==> src/rtl/mult_arbiter.sv <==
// mult_arbiter: round-robin sharing of one pipelined multiplier among NUM_REQ requesters.
// An in-order tag FIFO remembers which requester owns each in-flight product.
module mult_arbiter #(
    parameter int NUM_REQ = 4,
    parameter int WIDTH   = 64,
    parameter int LATENCY = 8
) (
    input  logic                     clock,
    input  logic                     reset,
    input  logic [NUM_REQ-1:0]       req,
    input  logic [NUM_REQ*WIDTH-1:0] req_mcand,
    input  logic [NUM_REQ*WIDTH-1:0] req_mplier,
    output logic [NUM_REQ-1:0]       gnt,
    output logic [NUM_REQ-1:0]       resp_valid,
    output logic [WIDTH-1:0]         resp_product,
    output logic                     mul_start,
    output logic [WIDTH-1:0]         mul_mcand,
    output logic [WIDTH-1:0]         mul_mplier,
    input  logic [WIDTH-1:0]         mul_product,
    input  logic                     mul_done,
    output logic [NUM_REQ-1:0]       busy,
    output logic                     err
);
    localparam int IDW = (NUM_REQ > 1) ? $clog2(NUM_REQ) : 1;
    localparam int PW  = (LATENCY > 1) ? $clog2(LATENCY) : 1;
    localparam int CW  = $clog2(LATENCY + 1);
    localparam logic [NUM_REQ-1:0] ONE_HOT = {{(NUM_REQ-1){1'b0}}, 1'b1};

    logic [IDW-1:0]     ptr_reg;
    logic [NUM_REQ-1:0] busy_reg, busy_next;
    logic [NUM_REQ-1:0] resp_valid_reg;
    logic [WIDTH-1:0]   resp_product_reg;
    logic               mul_start_reg;
    logic [WIDTH-1:0]   mcand_reg, mplier_reg;
    logic               err_reg;

    logic [IDW-1:0]     tag_mem [LATENCY];
    logic [PW-1:0]      wr_ptr_reg, rd_ptr_reg;
    logic [CW-1:0]      count_reg;

    logic [NUM_REQ-1:0] eligible;
    logic [WIDTH-1:0]   mcand_slice  [NUM_REQ];
    logic [WIDTH-1:0]   mplier_slice [NUM_REQ];
    logic               gnt_any;
    logic [IDW-1:0]     gnt_id;
    logic               fifo_empty, fifo_full, push, pop, err_event;
    logic [IDW-1:0]     head_id;

    generate
        for (genvar gi = 0; gi < NUM_REQ; gi++) begin : g_req
            assign eligible[gi]     = req[gi] & ~busy_reg[gi];
            assign mcand_slice[gi]  = req_mcand[gi*WIDTH +: WIDTH];
            assign mplier_slice[gi] = req_mplier[gi*WIDTH +: WIDTH];
        end
    endgenerate

    // Two passes: indices above the pointer first, then wrap around to the rest.
    always_comb begin
        gnt_any = 1'b0;
        gnt_id  = '0;
        for (int i = 0; i < NUM_REQ; i++) begin
            if (!gnt_any && eligible[i] && (IDW'(i) > ptr_reg)) begin
                gnt_any = 1'b1;
                gnt_id  = IDW'(i);
            end
        end
        for (int i = 0; i < NUM_REQ; i++) begin
            if (!gnt_any && eligible[i] && (IDW'(i) <= ptr_reg)) begin
                gnt_any = 1'b1;
                gnt_id  = IDW'(i);
            end
        end
        if (reset) begin
            gnt_any = 1'b0;
        end
    end

    assign gnt = gnt_any ? (ONE_HOT << gnt_id) : '0;

    assign fifo_empty = (count_reg == '0);
    assign fifo_full  = (count_reg == CW'(LATENCY));
    assign pop        = mul_done && !fifo_empty;
    // A full FIFO still accepts a push when the head leaves in the same cycle.
    assign push       = gnt_any && (!fifo_full || pop);
    assign head_id    = tag_mem[rd_ptr_reg];
    assign err_event  = (mul_done && fifo_empty) || (gnt_any && fifo_full && !pop);

    function automatic logic [PW-1:0] ptr_inc(input logic [PW-1:0] p);
        return (p == PW'(LATENCY - 1)) ? '0 : p + PW'(1);
    endfunction

    always_comb begin
        busy_next = busy_reg;
        if (pop) begin
            busy_next = busy_next & ~(ONE_HOT << head_id);
        end
        if (push) begin
            busy_next = busy_next | (ONE_HOT << gnt_id);
        end
    end

    always_ff @(posedge clock) begin
        if (push) begin
            tag_mem[wr_ptr_reg] <= gnt_id;
        end
    end

    always_ff @(posedge clock) begin
        if (reset) begin
            ptr_reg          <= IDW'(NUM_REQ - 1);
            busy_reg         <= '0;
            resp_valid_reg   <= '0;
            resp_product_reg <= '0;
            mul_start_reg    <= 1'b0;
            mcand_reg        <= '0;
            mplier_reg       <= '0;
            err_reg          <= 1'b0;
            wr_ptr_reg       <= '0;
            rd_ptr_reg       <= '0;
            count_reg        <= '0;
        end else begin
            mul_start_reg <= gnt_any;
            if (gnt_any) begin
                ptr_reg    <= gnt_id;
                mcand_reg  <= mcand_slice[gnt_id];
                mplier_reg <= mplier_slice[gnt_id];
            end
            if (push) begin
                wr_ptr_reg <= ptr_inc(wr_ptr_reg);
            end
            if (pop) begin
                rd_ptr_reg       <= ptr_inc(rd_ptr_reg);
                resp_product_reg <= mul_product;
            end
            case ({push, pop})
                2'b10:   count_reg <= count_reg + CW'(1);
                2'b01:   count_reg <= count_reg - CW'(1);
                default: count_reg <= count_reg;
            endcase
            busy_reg       <= busy_next;
            resp_valid_reg <= pop ? (ONE_HOT << head_id) : '0;
            if (err_event) begin
                err_reg <= 1'b1;
            end
        end
    end

    assign busy         = busy_reg;
    assign resp_valid   = resp_valid_reg;
    assign resp_product = resp_product_reg;
    assign mul_start    = mul_start_reg;
    assign mul_mcand    = mcand_reg;
    assign mul_mplier   = mplier_reg;
    assign err          = err_reg;

endmodule

==> config.mk <==
export PLATFORM = sky130hd
export DESIGN_NAME = mult_arbiter
export DESIGN_NICKNAME = d
export VERILOG_FILES = /design/src/rtl/mult_arbiter.sv
export SDC_FILE = /design/constraint.sdc
export NUM_CORES = 1
export LEC_CHECK = 0
export CAP_MARGIN = 20
export CORE_AREA = 4 4 302 304
export CTS_BUF_LIST = sky130_fd_sc_hd__clkbuf_2
export DETAILED_ROUTE_END_ITERATION = 10
export DIE_AREA = 0 0 306 308
export HOLD_SLACK_MARGIN = 0.1
export SLEW_MARGIN = 20
export SYNTH_ARGS = -nofsm -noshare
export SYNTH_HDL_FRONTEND = slang
export SYNTH_SLANG_ARGS = --single-unit
export TNS_END_PERCENT = 10
==> constraint.sdc <==
create_clock -name clock -period 4.9 [get_ports clock]
set_input_delay 0.98 -clock clock [delete_from_list [all_inputs] [get_ports clock]]
set_output_delay 0.98 -clock clock [all_outputs]
set_load 0.1 [all_outputs]
# Word-level counts from Yosys, hierarchy flattened
# Memory sizes are Yosys's and may differ from the RTL's. A register that Yosys moved wholly into a read port is not among the register bits.
# Index checks and enable logic that the tools add are counted.
dict set report word_totals {
  regBits 214
  ram_bits 16
  input_bits 583
  out_inout_bits 206
  word_cells 112
  mem_count 1
}
dict set report classes {
  n_addsub 4
  order_cmp 9
  eq_ne 5
  n_shift 2
  mux 32
  n_bitwise 13
  reduce_logical 35
}
# memory depth width read_ports rd_clocked_by_memory_dff wr line
set mem_list {}
lappend mem_list {tag_mem 8 2 1 1 1 37} ;# logic [IDW-1:0] tag_mem [LATENCY];
# cell count
set op_table {}
lappend op_table {{64-bit binary-select mux with 2-bit select} 2}
lappend op_table {{64-bit two-way mux} 4}
lappend op_table {{1-bit logical AND} 20}
lappend op_table {{1-bit two-way mux} 12}
lappend op_table {{2-bit two-way mux} 6}
lappend op_table {{3-bit two-way mux} 4}
lappend op_table {{4-bit two-way mux} 3}
lappend op_table {{1-bit zero test} 10}
lappend op_table {{4-bit case mux with 2 select lines} 1}
lappend op_table {{1-bit by 2-bit left shift with 4-bit output, first input constant} 2}
lappend op_table {{3-bit by 1-bit adder with 3-bit output, second input constant} 2}
lappend op_table {{3-bit == test, second input constant} 2}
lappend op_table {{1-bit NOT} 5}
lappend op_table {{4-bit by 1-bit adder with 4-bit output, second input constant} 1}
lappend op_table {{1-bit bitwise AND} 4}
lappend op_table {{4-bit bitwise AND} 1}
lappend op_table {{4-bit == test, second input constant} 1}
lappend op_table {{1-bit by 2-bit > comparator with 1-bit output, first input constant} 2}
lappend op_table {{2-bit > comparator, first input constant} 2}
lappend op_table {{1-bit by 2-bit <= comparator with 1-bit output, first input constant} 2}
lappend op_table {{2-bit <= comparator, first input constant} 2}
lappend op_table {{4-bit zero test} 1}
lappend op_table {{4-bit NOT} 1}
lappend op_table {{4-bit OR} 1}
lappend op_table {{8 further kinds} 9}

# Depth between registers and ports, before layout
dict set report logic_depth {
  word_depth 36
  mapped_depth 10
  depth_no_buf 8
}

# Least setup slack after synthesis
# Ideal clock, no wire load.
dict set report synth_timing {
  path_kind {register -> output}
  from {register busy_reg[1], in the netlist busy[1]}
  to {output gnt[2]}
  arrival_ns 3.540
  t_required_ns 3.920
  setup_slack_ns 0.380
  stages_incl_launch_ff 7
  n_path_buf 1
  path_cell_list {dfxtp_1 > nor2b_1 > o221a_2 > nor3_4 > nand2_1 > clkbuf_1 > nor2_1}
}
dict set report synth_via {
  elab_chain_len 31
  elab_cells_between_ends 39
  classes_between {shift (1); mux (16); bitwise (2); reduce/logical (20)}
}
# item line
set synth_rtl {}
lappend synth_rtl {{start: declaration} 30} ;# logic [NUM_REQ-1:0] busy_reg, busy_next;
lappend synth_rtl {{start signal: assignment} 140} ;# busy_reg <= busy_next;
lappend synth_rtl {{1-bit NOT *} 51} ;# assign eligible[gi] = req[gi] & ~busy_reg[gi];
lappend synth_rtl {{1-bit bitwise AND *} 51}
lappend synth_rtl {{1-bit logical AND (2 in series)} 62} ;# if (!gnt_any && eligible[i] && (IDW'(i) > ptr_reg)) begin
lappend synth_rtl {{1-bit two-way mux} 62}
lappend synth_rtl {{1-bit zero test} 62}
lappend synth_rtl {{1-bit logical AND (2 in series)} 62}
lappend synth_rtl {{1-bit two-way mux} 62}
lappend synth_rtl {{1-bit zero test} 62}
lappend synth_rtl {{[... 12 more ...]} -}
lappend synth_rtl {{1-bit logical AND (2 in series)} 68} ;# if (!gnt_any && eligible[i] && (IDW'(i) <= ptr_reg)) begin
lappend synth_rtl {{1-bit two-way mux} 68}
lappend synth_rtl {{1-bit zero test} 68}
lappend synth_rtl {{1-bit logical AND (2 in series)} 68}
lappend synth_rtl {{2-bit two-way mux *} 68}
lappend synth_rtl {{via gnt_id[1]} 45} ;# logic [IDW-1:0] gnt_id;
lappend synth_rtl {{1-bit by 2-bit left shift with 4-bit output *} 78} ;# assign gnt = gnt_any ? (ONE_HOT << gnt_id) : '0;
lappend synth_rtl {{4-bit two-way mux *} 78}
lappend synth_rtl {{end: declaration} 13} ;# output logic [NUM_REQ-1:0] gnt,
# Mark *: on every way through the listed nets, which the timed path passes. The rest lies on a longest branch.

# Final worst setup path
dict set report layout_timing {
  from {input req[2]}
  to {output gnt[2]}
}
dict set report layout_via {
  elab_chain_len 26
  elab_cells_between_ends 33
  classes_between {shift (1); mux (14); bitwise (1); reduce/logical (17)}
}
# item line
set layout_rtl {}
lappend layout_rtl {{start: declaration} 10} ;# input logic [NUM_REQ-1:0] req,
lappend layout_rtl {{1-bit bitwise AND *} 51}
lappend layout_rtl {{1-bit logical AND (2 in series)} 62}
lappend layout_rtl {{1-bit two-way mux} 62}
lappend layout_rtl {{1-bit zero test} 62}
lappend layout_rtl {{1-bit logical AND (2 in series)} 62}
lappend layout_rtl {{1-bit two-way mux} 62}
lappend layout_rtl {{1-bit zero test} 68}
lappend layout_rtl {{1-bit logical AND (2 in series)} 68}
lappend layout_rtl {{[... 6 more ...]} -}
lappend layout_rtl {{1-bit logical AND (2 in series)} 68}
lappend layout_rtl {{1-bit two-way mux} 68}
lappend layout_rtl {{1-bit zero test} 68}
lappend layout_rtl {{1-bit logical AND (2 in series)} 68}
lappend layout_rtl {{2-bit two-way mux *} 68}
lappend layout_rtl {{via gnt_id[1]} 45}
lappend layout_rtl {{1-bit by 2-bit left shift with 4-bit output *} 78}
lappend layout_rtl {{4-bit two-way mux *} 78}
# Marks and branches as above.

==> key figures <==
Clocking
  • Post-cts sizing count: 0
  • CTS tree: done
  • Post-CTS Setup Inserts: 0
  • Clock root buffer: clkbuf_2
  • Clk buf depth: 3
  • Worst-path clk slew: 0.11 ns
  • TritonCTS Buffers: 74
  • H-tree level count: 3
  • Clock sink total: 233
  • Skew-Pair Late Insertion Delay: 1.07 ns

Worst setup path
  • CP Launch Type: primary input
  • Worst r2r path cells: 7
  • Kind of critical path: in -> out
  • RR Endpoint: mul_mplier[29]
  • Required @ worst endpoint: 3.92 ns
  • Critical Path AT: 3.29 ns
  • CP Capture Type: primary output
  • R2R Path Start: busy[0]
  • Flop-to-flop setup slack: 1.63 ns
  • Crit-path max FO: 13

Floorplanning
  • Die Y: 308 um
  • Core Rows: 109
  • Core footprint: 88200 um^2
  • DIE AREA: 94200 um^2
  • Starting Density: 0.126
  • Die W: 306 um
  • # IOs: 789

Run
  • Max-cap violations: 0

Power
  • Power Dens Cells: 534 nW/um^2
  • Worst vdd ir: 0.284 mV
  • Total power: 11.2 mW
  • Lkg Pwr: 7.94 nW

Min path
  • Hold Path Origin: mul_product[17]
  • Worst hold path class: in -> reg
  • Min-Delay Endpoint: resp_product[17]
  • Hold Crit Depth: 3

Timing
  • Final period util: 0.872
  • Final count of hold timing violations: 0
  • Post-route clock skew: 0.0558 ns
  • FMAX: 234 MHz
  • Least-Margin Pin Slew: 1.05 ns
  • Finish-stage setup viols: 0
  • Final slew viol count: 0
  • Slew HR: 0.296
  • Final TNS setup: 0 ns
  • Crit path time final: 4.27 ns
  • RSZ-0062 raised after global routing: false

Global routing
  • GRT overflow: 0
  • Initial antenna violation count: 12
  • First-pass GRT wire length: 85.5 mm
  • Vias in the first global route: 12681
  • Largest net degree at the start of global routing: 120
  • Total GRT Usage: 0.123

Drt
  • ANT nets after route: 0
  • Wire per inst: 19.5 um
  • WL final: 62.0 mm
  • DRT iter0 DRCs: 651
  • Via count: 12502
  • Via-per-instance ratio: 3.94
  • DRC: 0
  • Initial DRT Pass Iterations: 5

Cells and area
  • Fraction of layout cells with a size suffix above 1: 0.0837
  • Number of fill cells: 9720
  • Multi-input gate area: 5900 um^2
  • Area grow syn2layout: 88.7%
  • Final net count: 2544
  • Most common cell after layout, fill and taps aside: clkdlybuf4s50_1
  • Storage element area: 4820 um^2
  • Final Cell Area: 21100 um^2
  • Commonest cells after routing, fill and taps aside: 773 x clkdlybuf4s50_1, 263 x nand2_1, 253 x mux2i_1

Synthesis
  • Mapped Area: 11200 um^2
  • Avg Cell Area, Syn: 9.53 um^2
  • Area share of and/or/nand/nor cells after synthesis: 0.122
  • Syn Nets: 1758
  • Synth async-reset ratio: 0
  • Compound-Gate Fraction of Synth Area: 0.157
  • Top FF cell, synth: dfxtp_1
  • Synth Area in XOR/XNOR: 0.00157
  • Post-synth EDFFs: 16
  • Yosys cell types: 50
  • FF+latch count, synth: 233
  • Syn Inst Count: 1170
  • Post-synthesis mux area share: 0.237
  • Sequential fraction of the synthesis area: 0.432
  • Synth Area in Adders: 0.00561
  • Ys Warns: 0
  • Largest family of logic cells by synthesized area: multiplexers

Place
  • I/O Buffers: 788
  • DP Area: 20300 um^2
  • GP Congestion: 0.823
  • Final HPWL DP: 47.4 mm

Status
  • Status: complete, no violations
==> synth_stat cells, drive strengths merged (4+ instances only) <==
library cell	number	area, um^2
ha	5	62.6
nor2b	5	31.3
a32oi	9	78.8
nor2	20	75.1
nand2	264	991
nand3	14	70.1
o211ai	9	67.6
o21ai	7	35.0
nand2b	7	43.8
mux4	4	90.1
o221ai	119	1040
buf	45	268
edfxtp	16	480
clkbuf	56	214
a21oi	74	374
mux2i	253	2530
nor3	10	61.3
dfxtp	217	4340
==> routing by layer <==
layer / vias up / GRT usage / wire (um) / part of all wire
met5: - / 0 / 55 / 0.00089
met4: 8 / 0.0537 / 2230 / 0.036
met3: 117 / 0.0499 / 6180 / 0.10
met2: 633 / 0.206 / 29400 / 0.47
met1: 5817 / 0.138 / 24100 / 0.39
li1: 5927 / - / - / -
==> area by class of cell <==
cell class              instances  area share
repair buffers                811       0.388
multi-input cells             834       0.280
flip-flops and latches        233       0.229
well taps                    1165      0.0692
clock buffers                 104      0.0247
clock inverters                22     0.00808
diodes                          5    0.000594
inverters                       2    0.000357
==> where the power goes <==
| part | internal (mW) | switching [mW] | leakage (nW) | total (mW) |
|---|---|---|---|---|
| Sequential | 2.39 | 0.307 | 1.94 | 2.70 |
| Clock | 0.727 | 1.01 | 0.516 | 1.73 |
| Combinational | 1.98 | 4.82 | 5.49 | 6.81 |
==> worst max-delay path, stage by stage <==
cell and delay, ns:
clkdlybuf4s50_1 0.48, nor2b_1 0.47, nor2_1 0.23, nor3_4 0.52, nand2_4 0.11, nor2_1 0.28, buf_12 0.22
==> kinds of logic after synthesis <==
| kind of cell | Yosys count |
|---|---|
| AOI/OAI and AO/OA | 236 |
| DFF | 233 |
| xor gates and xnor gates | 2 |
| buffers and inverters | 103 |
| adders and majority gates | 5 |
| and+or+nand+nor | 332 |
| muxes | 259 |
==> metrics by stage <==
step	cells	hold WS [ns]	setup slack, ns	utilization
floorplan	1170	0.454	0.380	-
global placement	3044	0.441	0.443	0.231
detailed placement	3044	0.446	0.406	0.231
CTS	3171	0.185	0.470	0.238
global route	3173	0.245	0.322	0.239
finish	3176	0.455	0.629	0.239
==> how the worst max path moves through the flow <==
stage / from / end / slack, ns
finish: req[2] / gnt[2] / 0.63
global route: busy[2] / gnt[2] / 0.32
CTS: busy[2] / gnt[2] / 0.47
detailed placement: req[0] / mul_mplier[29] / 0.41
global placement: req[0] / mul_mplier[29] / 0.44
floorplan: busy[1] / gnt[2] / 0.38
==> timing repair <==
| item | in CTS | in global routing |
|---|---|---|
| setup endpoints to repair | 0 | 0 |
| endpoints found under the hold margin | 5 | 0 |
| hold buffers | 1 | 0 |
(Power assumes the default switching activity.)
